===== config.mk =====
export PLATFORM = sky130hd
export DESIGN_NAME = axi_console_fifo
export DESIGN_NICKNAME = d
export VERILOG_FILES = /design/src/rtl/axi_console_fifo.sv
export SDC_FILE = /design/constraint.sdc
export NUM_CORES = 1
export LEC_CHECK = 0
export ABC_CLOCK_PERIOD_IN_PS = 3300
export CAP_MARGIN = 20
export CELL_PAD_IN_SITES_DETAIL_PLACEMENT = 2
export CELL_PAD_IN_SITES_GLOBAL_PLACEMENT = 2
export CORE_ASPECT_RATIO = 1.4
export CORE_MARGIN = 2
export CORE_UTILIZATION = 36
export DETAILED_ROUTE_END_ITERATION = 10
export MAX_ROUTING_LAYER = met4
export PLACE_DENSITY = 0.83
export SLEW_MARGIN = 0
export SYNTH_ARGS = -nofsm -noshare
export SYNTH_HDL_FRONTEND = slang
export SYNTH_SLANG_ARGS = --single-unit

===== constraint.sdc =====
create_clock -name clk -period 3.3 [get_ports clk]
set_input_delay 0.33 -clock clk [delete_from_list [all_inputs] [get_ports clk]]
set_output_delay 0.33 -clock clk [all_outputs]
set_load 0.05 [all_outputs]

===== src/rtl/axi_console_fifo.sv =====
// AXI4-lite console: a byte-wide TX FIFO fed by register writes, a STATUS register,
// and a sticky pass flag set by writing a magic value.
module axi_console_fifo #(
  parameter int unsigned DEPTH      = 16,
  parameter logic [31:0] PASS_VALUE = 32'd123456789
) (
  input  logic        clk,
  input  logic        resetn,

  input  logic        mem_axi_awvalid,
  output logic        mem_axi_awready,
  input  logic [31:0] mem_axi_awaddr,

  input  logic        mem_axi_wvalid,
  output logic        mem_axi_wready,
  input  logic [31:0] mem_axi_wdata,
  input  logic [3:0]  mem_axi_wstrb,

  output logic        mem_axi_bvalid,
  input  logic        mem_axi_bready,

  input  logic        mem_axi_arvalid,
  output logic        mem_axi_arready,
  input  logic [31:0] mem_axi_araddr,

  output logic        mem_axi_rvalid,
  input  logic        mem_axi_rready,
  output logic [31:0] mem_axi_rdata,

  output logic        tx_valid,
  output logic [7:0]  tx_data,
  input  logic        tx_ready,

  output logic        tests_passed
);

  localparam int unsigned PtrW = $clog2(DEPTH);
  localparam int unsigned CntW = $clog2(DEPTH) + 1;

  localparam logic [1:0] SelTxData = 2'd0;
  localparam logic [1:0] SelStatus = 2'd1;
  localparam logic [1:0] SelPass   = 2'd2;

  typedef enum logic [1:0] {StIdle, StCommit, StResp} wr_state_e;

  wr_state_e state_q, state_d;

  // Write address / data latches
  logic        aw_ready_q, aw_valid_q;
  logic [1:0]  aw_sel_q;
  logic        w_ready_q, w_valid_q;
  logic [31:0] w_data_q;
  logic        w_strb0_q;
  logic        aw_hs, w_hs;

  // FIFO state
  logic [7:0]      mem_q [DEPTH];
  logic [PtrW-1:0] wr_ptr_q, rd_ptr_q;
  logic [CntW-1:0] count_q;
  logic            overflow_q;
  logic            passed_q;
  logic            fifo_full, fifo_empty;
  logic            push, pop;

  // Write FSM decoded actions
  logic resp, stall, commit_tx, commit_pass;

  // Read path
  logic        ar_ready_q, rvalid_q;
  logic [31:0] rdata_q, rd_word;
  logic [7:0]  status_cnt;

  logic unused_bits;
  assign unused_bits = ^{mem_axi_awaddr[31:4], mem_axi_awaddr[1:0],
                         mem_axi_araddr[31:4], mem_axi_araddr[1:0], mem_axi_wstrb[3:1]};

  assign aw_hs      = mem_axi_awvalid & aw_ready_q;
  assign w_hs       = mem_axi_wvalid & w_ready_q;
  assign fifo_full  = (count_q == CntW'(DEPTH));
  assign fifo_empty = (count_q == '0);
  assign push       = commit_tx;
  assign pop        = ~fifo_empty & tx_ready;
  // Count field is 8 bits wide; at DEPTH=256 a full FIFO reads back as 0 with full set.
  assign status_cnt = 8'(count_q);

  // AW/W acceptance: one-cycle ready pulses, only while idle with nothing latched
  always_ff @(posedge clk) begin
    if (!resetn) begin
      aw_ready_q <= 1'b0;
      aw_valid_q <= 1'b0;
      aw_sel_q   <= 2'd0;
      w_ready_q  <= 1'b0;
      w_valid_q  <= 1'b0;
      w_data_q   <= 32'd0;
      w_strb0_q  <= 1'b0;
    end else begin
      aw_ready_q <= mem_axi_awvalid & ~aw_valid_q & ~aw_ready_q & (state_q == StIdle);
      w_ready_q  <= mem_axi_wvalid & ~w_valid_q & ~w_ready_q & (state_q == StIdle);
      if (aw_hs) begin
        aw_valid_q <= 1'b1;
        aw_sel_q   <= mem_axi_awaddr[3:2];
      end
      if (w_hs) begin
        w_valid_q <= 1'b1;
        w_data_q  <= mem_axi_wdata;
        w_strb0_q <= mem_axi_wstrb[0];
      end
      if (resp && mem_axi_bready) begin
        aw_valid_q <= 1'b0;
        w_valid_q  <= 1'b0;
      end
    end
  end

  // Write FSM state register
  always_ff @(posedge clk) begin
    if (!resetn) begin
      state_q <= StIdle;
    end else begin
      state_q <= state_d;
    end
  end

  // Write FSM next state; a handshake on the same edge counts as latched
  always_comb begin
    state_d = state_q;
    unique case (state_q)
      StIdle:   if ((aw_valid_q | aw_hs) & (w_valid_q | w_hs)) state_d = StCommit;
      StCommit: if (!stall) state_d = StResp;
      StResp:   if (mem_axi_bready) state_d = StIdle;
      default:  state_d = StIdle;
    endcase
  end

  // Write FSM outputs: register action in COMMIT, response in RESP
  always_comb begin
    resp        = 1'b0;
    stall       = 1'b0;
    commit_tx   = 1'b0;
    commit_pass = 1'b0;
    unique case (state_q)
      StCommit: begin
        if (aw_sel_q == SelTxData && w_strb0_q) begin
          if (fifo_full) stall = 1'b1;
          else           commit_tx = 1'b1;
        end
        if (aw_sel_q == SelPass && w_data_q == PASS_VALUE) commit_pass = 1'b1;
      end
      StResp:  resp = 1'b1;
      default: ;
    endcase
  end

  // FIFO pointers, occupancy and overflow flag
  always_ff @(posedge clk) begin
    if (!resetn) begin
      wr_ptr_q   <= '0;
      rd_ptr_q   <= '0;
      count_q    <= '0;
      overflow_q <= 1'b0;
    end else begin
      if (push) wr_ptr_q <= wr_ptr_q + PtrW'(1);
      if (pop)  rd_ptr_q <= rd_ptr_q + PtrW'(1);
      if (push && !pop)      count_q <= count_q + CntW'(1);
      else if (pop && !push) count_q <= count_q - CntW'(1);
      if (stall) overflow_q <= 1'b1;
    end
  end

  // FIFO storage; contents are don't-care once pointers reset
  always_ff @(posedge clk) begin
    if (push) mem_q[wr_ptr_q] <= w_data_q[7:0];
  end

  // Sticky pass flag
  always_ff @(posedge clk) begin
    if (!resetn) begin
      passed_q <= 1'b0;
    end else if (commit_pass) begin
      passed_q <= 1'b1;
    end
  end

  // Read data mux; only STATUS is readable
  always_comb begin
    rd_word = 32'd0;
    unique case (mem_axi_araddr[3:2])
      SelStatus: rd_word = {16'd0, status_cnt, 5'd0, overflow_q, fifo_full, fifo_empty};
      default:   rd_word = 32'd0;
    endcase
  end

  // Read channel: arready pulse, then rdata/rvalid captured on the handshake edge
  always_ff @(posedge clk) begin
    if (!resetn) begin
      ar_ready_q <= 1'b0;
      rvalid_q   <= 1'b0;
      rdata_q    <= 32'd0;
    end else begin
      ar_ready_q <= mem_axi_arvalid & ~ar_ready_q & ~rvalid_q;
      if (mem_axi_arvalid && ar_ready_q) begin
        rvalid_q <= 1'b1;
        rdata_q  <= rd_word;
      end else if (rvalid_q && mem_axi_rready) begin
        rvalid_q <= 1'b0;
      end
    end
  end

  assign mem_axi_awready = aw_ready_q;
  assign mem_axi_wready  = w_ready_q;
  assign mem_axi_bvalid  = resp;
  assign mem_axi_arready = ar_ready_q;
  assign mem_axi_rvalid  = rvalid_q;
  assign mem_axi_rdata   = rdata_q;
  assign tx_valid        = ~fifo_empty;
  assign tx_data         = mem_q[rd_ptr_q];
  assign tests_passed    = passed_q;

endmodule


==> After elaboration in Yosys (flattened, before gate mapping) <==
Memories as Yosys holds them, arrays and structs flattened. A register that Yosys moved wholly into a read port is not among the register bits.
Cells that the tools add are included.
{ "totals": {"input_bits": 108, "ram_bits": 128, "reg_bits": 90, "n_memories": 1} }
{ "mem_list": {"columns": ["memory", "depth", "width", "rd", "rd_ports_with_merged_regs", "wr", "line_no", "source"], "rows": [
  ["mem_q", 16, 8, 1, 1, 1, "57", "logic [7:0] mem_q [DEPTH];"]
]} }
{ "classes": {"bitwise": 22, "eq_ne": 9, "addsub": 4, "n_reduce_logical": 16, "mux": 22} }
{ "op_table": {"columns": ["operator", "n"], "rows": [
  ["32-bit by 27-bit == test with 1-bit output, second input constant", 1],
  ["1-bit two-way mux", 13],
  ["13-bit two-way mux", 1],
  ["1-bit bitwise AND", 12],
  ["5-bit two-way mux", 2],
  ["4-bit by 1-bit adder with 4-bit output, second input constant", 2],
  ["4-bit two-way mux", 2],
  ["1-bit inverter", 8],
  ["1-bit logical AND", 7],
  ["2-bit two-way mux", 3],
  ["2-bit one-hot mux with 3 select lines", 1],
  ["5-bit by 1-bit adder with 5-bit output, second input constant", 1],
  ["5-bit == test, second input constant", 1],
  ["5-bit zero test", 1],
  ["5-bit by 1-bit subtractor with 5-bit output, second input constant", 1],
  ["2-bit by 1-bit == test with 1-bit output, second input constant", 2],
  ["2-bit == test, second input constant", 2],
  ["2-bit zero test", 2],
  ["2-bit != test, second input constant", 2],
  ["2-bit nonzero test", 2],
  ["3-bit AND reduction", 1],
  ["1-bit zero test", 2],
  ["2-bit by 1-bit != test with 1-bit output, second input constant", 1],
  ["1-bit OR", 2],
  ["2-bit OR reduction", 1]
]} }

==> Depth between registers and ports, before layout <==
{ "depth": {"depth_word": 8, "depth_mapped": 10} }

==> Least setup slack after synthesis <==
OpenSTA, ideal clock, no wires.
{ "synth_path": {"path_type": "register to register", "from": "register count_q[0]", "to": "register count_q[3]", "path_buffers": 1, "path_stages_with_launch": 11, "path_slack_ns": 0.609, "setup_time_ns": 0.122, "t_arrival_ns": 2.569, "required_time_ns": 3.178, "path_cell_list": "dfxtp_1 -> or4_4 -> o211a_1 -> buf_6 -> ha_1 -> inv_1 -> ha_1 -> a21o_2 -> a21oi_1 -> nor4b_1 -> a311o_1"} }
{ "synth_via": {"elab_chain_cells": 7} }
{ "synth_lines": {"columns": ["item", "line_no", "source"], "rows": [
  ["start, declared", "59", "logic [CntW-1:0] count_q;"],
  ["start signal, assigned", "164", "if (push && !pop) count_q <= count_q + CntW'(1);"],
  ["start signal, assigned", "165", "else if (pop && !push) count_q <= count_q - CntW'(1);"],
  ["5-bit == test (*)", "79", "assign fifo_full = (count_q == CntW'(DEPTH));"],
  ["1-bit two-way mux (*)", "144", "if (fifo_full) stall = 1'b1;"],
  ["1-bit two-way mux (*)", "143", "if (aw_sel_q == SelTxData && w_strb0_q) begin"],
  ["1-bit two-way mux (*)", "141", "unique case (state_q)"],
  ["net commit_tx", "66", "logic resp, stall, commit_tx, commit_pass;"],
  ["1-bit zero test", "165", null],
  ["1-bit logical AND", "165", null],
  ["2-bit nonzero test (no source line)", null, null]
]} }
Mark *: on every way through the listed nets, which the timed path passes. The rest lies on a longest branch. The select of a mux whose other input is x is not followed.
A chain may end at the register's enable or synchronous reset.

==> key figures <==
Worst setup path
  • CP Capture Type: primary output
  • Critical Path RT: 2.97 ns
  • Crit path kind: reg2out
  • CP max FO: 7
  • R2r setup slk: 0.31 ns
  • Worst setup SP type: register
  • CP Data Arrival Time: 2.78 ns
  • R2r endpoint: count_q[3]$_SDFFE_PN0P_
  • FF-to-FF Start: count_q[0]$_SDFFE_PN0P_
  • Slowest CP cell: clkdlybuf4s50_1
  • Worst path cell trace: buf_4, mux4_2, a22oi_1, nand2_1, clkdlybuf4s50_1
  • R2R depth: 9
  • Largest stage delay, worst path: 0.72 ns
  • Worst setup endpoint: tx_data[2]

Layout
  • Most frequent cells in the layout: edfxtp_1, nand2_1, dfxtp_1, clkdlybuf4s50_1, a21boi_0
  • Layout cell share with drive strength beyond 1: 0.134
  • Antenna diodes: 0
  • Final #Nets: 748
  • Layout area overhead: 19.1%
  • Most common cell after layout, fill and taps aside: edfxtp_1

Placed design
  • Port-buffer cells: 67
  • Dpl hpwl: 14,200 um
  • Global placer's final weighted congestion: about 0.75

Synthesis
  • Compound-Gate Fraction of Synth Area: 0.0754
  • Mux cell area share after synthesis: 0.0980
  • Post-synthesis cell count: 559
  • Post-synth EDFFs: approximately 130
  • Post-Synth XOR/XNOR Area: 0.00659
  • Number of unique standard cell types used by synthesis: 48
  • Post-synth top flop: edfxtp_1
  • Post-Synth Simple-Gate Area: 0.106
  • #FFs+latches synth: 198
  • Mapped cell area: 7980 um2
  • Sequential fraction of the synthesis area: 0.657
  • Synth Area in Adders: 0.0166
  • Synthesis warning total: 0
  • Syn avg cell area: 14.3 um2
  • Largest family of logic cells by synthesized area: simple AND/OR/NAND/NOR gates
  • Asr flop ratio synth: 0

Clock tree
  • H-tree levels: 4
  • Clock sinks: 198
  • PostCTS Resize Cnt: 0
  • Hold-fix buffers at CTS: 0
  • Cts bufs inserted: 17
  • CTS tree: built
  • Postcts setup bufs: 0
  • Max clock buf depth: 2
  • Worst-path clk slew: 0.07 ns
  • Clk root buf: clkbuf_16
  • Clk_lat worst skew: 0.44 ns

Floorplan
  • Die area: between 20,000 and 25,000 um2
  • Rows: 64
  • Initial Util: 0.366
  • Die H: 180 um
  • Core footprint: 21,800 um2
  • I/O pin count: 155
  • Die Width: 130 um

STA
  • Max Freq: 322 MHz
  • Slew @ Worst Pin: 0.962 ns
  • Slew Viols, Final: 0
  • Skew final: about 0.012 ns
  • Max-slew headroom at the worst pin: 0.356
  • Hold Vio Cnt, Final: 0
  • Minimum clock period: 3.11 ns
  • Setup violations, final: 0
  • Setup_tns: 0 ns
  • Period utilization: 0.942
  • RSZ-0062 raised after global routing: false

Route
  • DR pass1 iterations: 4
  • Total number of vias: approximately 4,800
  • Post-Route WL: 20,500 um
  • Vias per Instance: 5.08
  • Post-route ant nets: 0
  • DR iter-0 viols: 279
  • Post-route DRC: 0
  • Per-cell routed wire length: 21.8 um

Run
  • Max_cap viols: 0

GRT
  • Vias in the first global route: ~5,500
  • First-pass GRT wire length: between 30,000 and 40,000 um
  • GRT Util Overall: 0.190
  • Initial antenna violation count: 0
  • Total gr overflow: 0
  • Largest net degree at the start of global routing: 71

Power and ir drop
  • VDD IR max: ~0.00040 V
  • Pwr dens: 638 nW/um2
  • Leak: 3.14 nW
  • Power Total: 6.06 mW

Worst hold path
  • Worst min path class: in2reg

Outcome
  • Outcome: complete, no violations
[critical path, delay by kind of cell, from the launching register on]
family	cells	cell delay, ns
buffers and inverters	2	0.97
muxes	1	0.54
DFF	1	0.47
and+or+nand+nor	1	0.12
AOI/OAI and AO/OA	1	0.23
[area by class of cell]
cell class / instances / area, um2
timing repair buffer: 81 / 796
sequential: 198 / 5250
clock buffer: 18 / 439
clock inverter: 14 / 126
inverter: 5 / 18.8
multi-input combinational: 327 / 2500
tap: 297 / 372
fill: 2132 / 12300
[sequential cells by signal (all words and copies together) (netlist names), named ones only]
name             count
tests_passed         1
mem_axi_awready      1
mem_axi_rvalid       1
mem_q              128
mem_axi_arready      1
overflow_q           1
w_valid_q            1
mem_axi_wready       1
count_q              5
aw_sel_q             2
aw_valid_q           1
wr_ptr_q             4
mem_axi_rdata        8
rd_ptr_q             4
w_strb0_q            1
state_q              2
w_data_q            32
[stage by stage]
| step | setup slack, ns | area, um2 | hold slack (ns) | instances | utilization |
|---|---|---|---|---|---|
| finish | 0.192 | 9500 | 0.373 | 940 | 0.436 |
| global route | 0.000154 | 9500 | 0.389 | 940 | 0.436 |
| floorplan | 0.609 | 8070 | 0.399 | 582 | - |
| detailed placement | 0.344 | 8920 | 0.434 | 907 | 0.409 |
| CTS | 0.132 | 9480 | 0.438 | 939 | 0.435 |
| global placement | 0.461 | 8920 | 0.420 | 907 | 0.409 |
[how the worst min path moves through the flow]
stage | cells after the start | startpoint | end
3_3_place_gp | 1 | aw_valid_q$_SDFFE_PP0P_ | mem_axi_awready$_SDFF_PN0_
6_report | 2 | resetn | w_data_q[16]$_SDFFE_PN0P_
2_1_floorplan | 1 | w_valid_q$_SDFFE_PP0P_ | mem_axi_wready$_SDFF_PN0_
3_5_place_dp | 1 | w_valid_q$_SDFFE_PP0P_ | mem_axi_wready$_SDFF_PN0_
4_1_cts | 1 | w_valid_q$_SDFFE_PP0P_ | mem_axi_wready$_SDFF_PN0_
5_1_grt | 2 | resetn | w_data_q[23]$_SDFFE_PN0P_
[cells in the mapped netlist, drive strengths merged (2+ instances only)]
cell type / instances / share of area
nand3: 4 / 0.0025
nor4bb: 3 / 0.0038
edfxtp: 128 / 0.48
nor3b: 2 / 0.0031
xnor2: 6 / 0.0066
a21boi: 37 / 0.035
a22oi: 22 / 0.021
o21ai: 3 / 0.0033
nor2b: 15 / 0.012
mux2i: 5 / 0.0063
nor2: 19 / 0.0089
o21a: 2 / 0.0019
or4: 2 / 0.0024
buf: 32 / 0.028
nand4: 4 / 0.0031
and4b: 2 / 0.0025
dfxtp: 70 / 0.18
nand2: 92 / 0.043
a32oi: 2 / 0.0022
nand4b: 2 / 0.0022
nor4b: 5 / 0.0055
nor3: 5 / 0.0031
inv: 5 / 0.0024
mux4: 32 / 0.090
a21oi: 3 / 0.0019
clkbuf: 20 / 0.0094
and2: 10 / 0.0078
nand2b: 4 / 0.0031
ha: 9 / 0.014
[power by group]
part	leakage, nW	internal, mW	switching [mW]
sequential	1.76	2.68	0.0966
combinational	1.11	0.572	0.712
clock	0.271	1.07	0.933
total	3.14	4.32	1.74
[logic make-up after synthesis]
group,after synthesis
AO/OA/AOI/OAI,77
multiplexers,38
AND/OR/NAND/NOR,172
XOR/XNOR,6
adder cells (fa/ha/maj),10
other,1
buffers and inverters,57
flip-flops,198
[per-layer routing]
layer  vias to the layer above  part of all wire  global-route usage
li1                       2168                 -                   -
met1                      2486              0.37               0.204
met2                        86              0.58               0.346
met3                        35             0.025              0.0306
met4                         0             0.026              0.0705
met5                         -                 0                   -
Note: power is estimated with default switching activity, not from simulation.
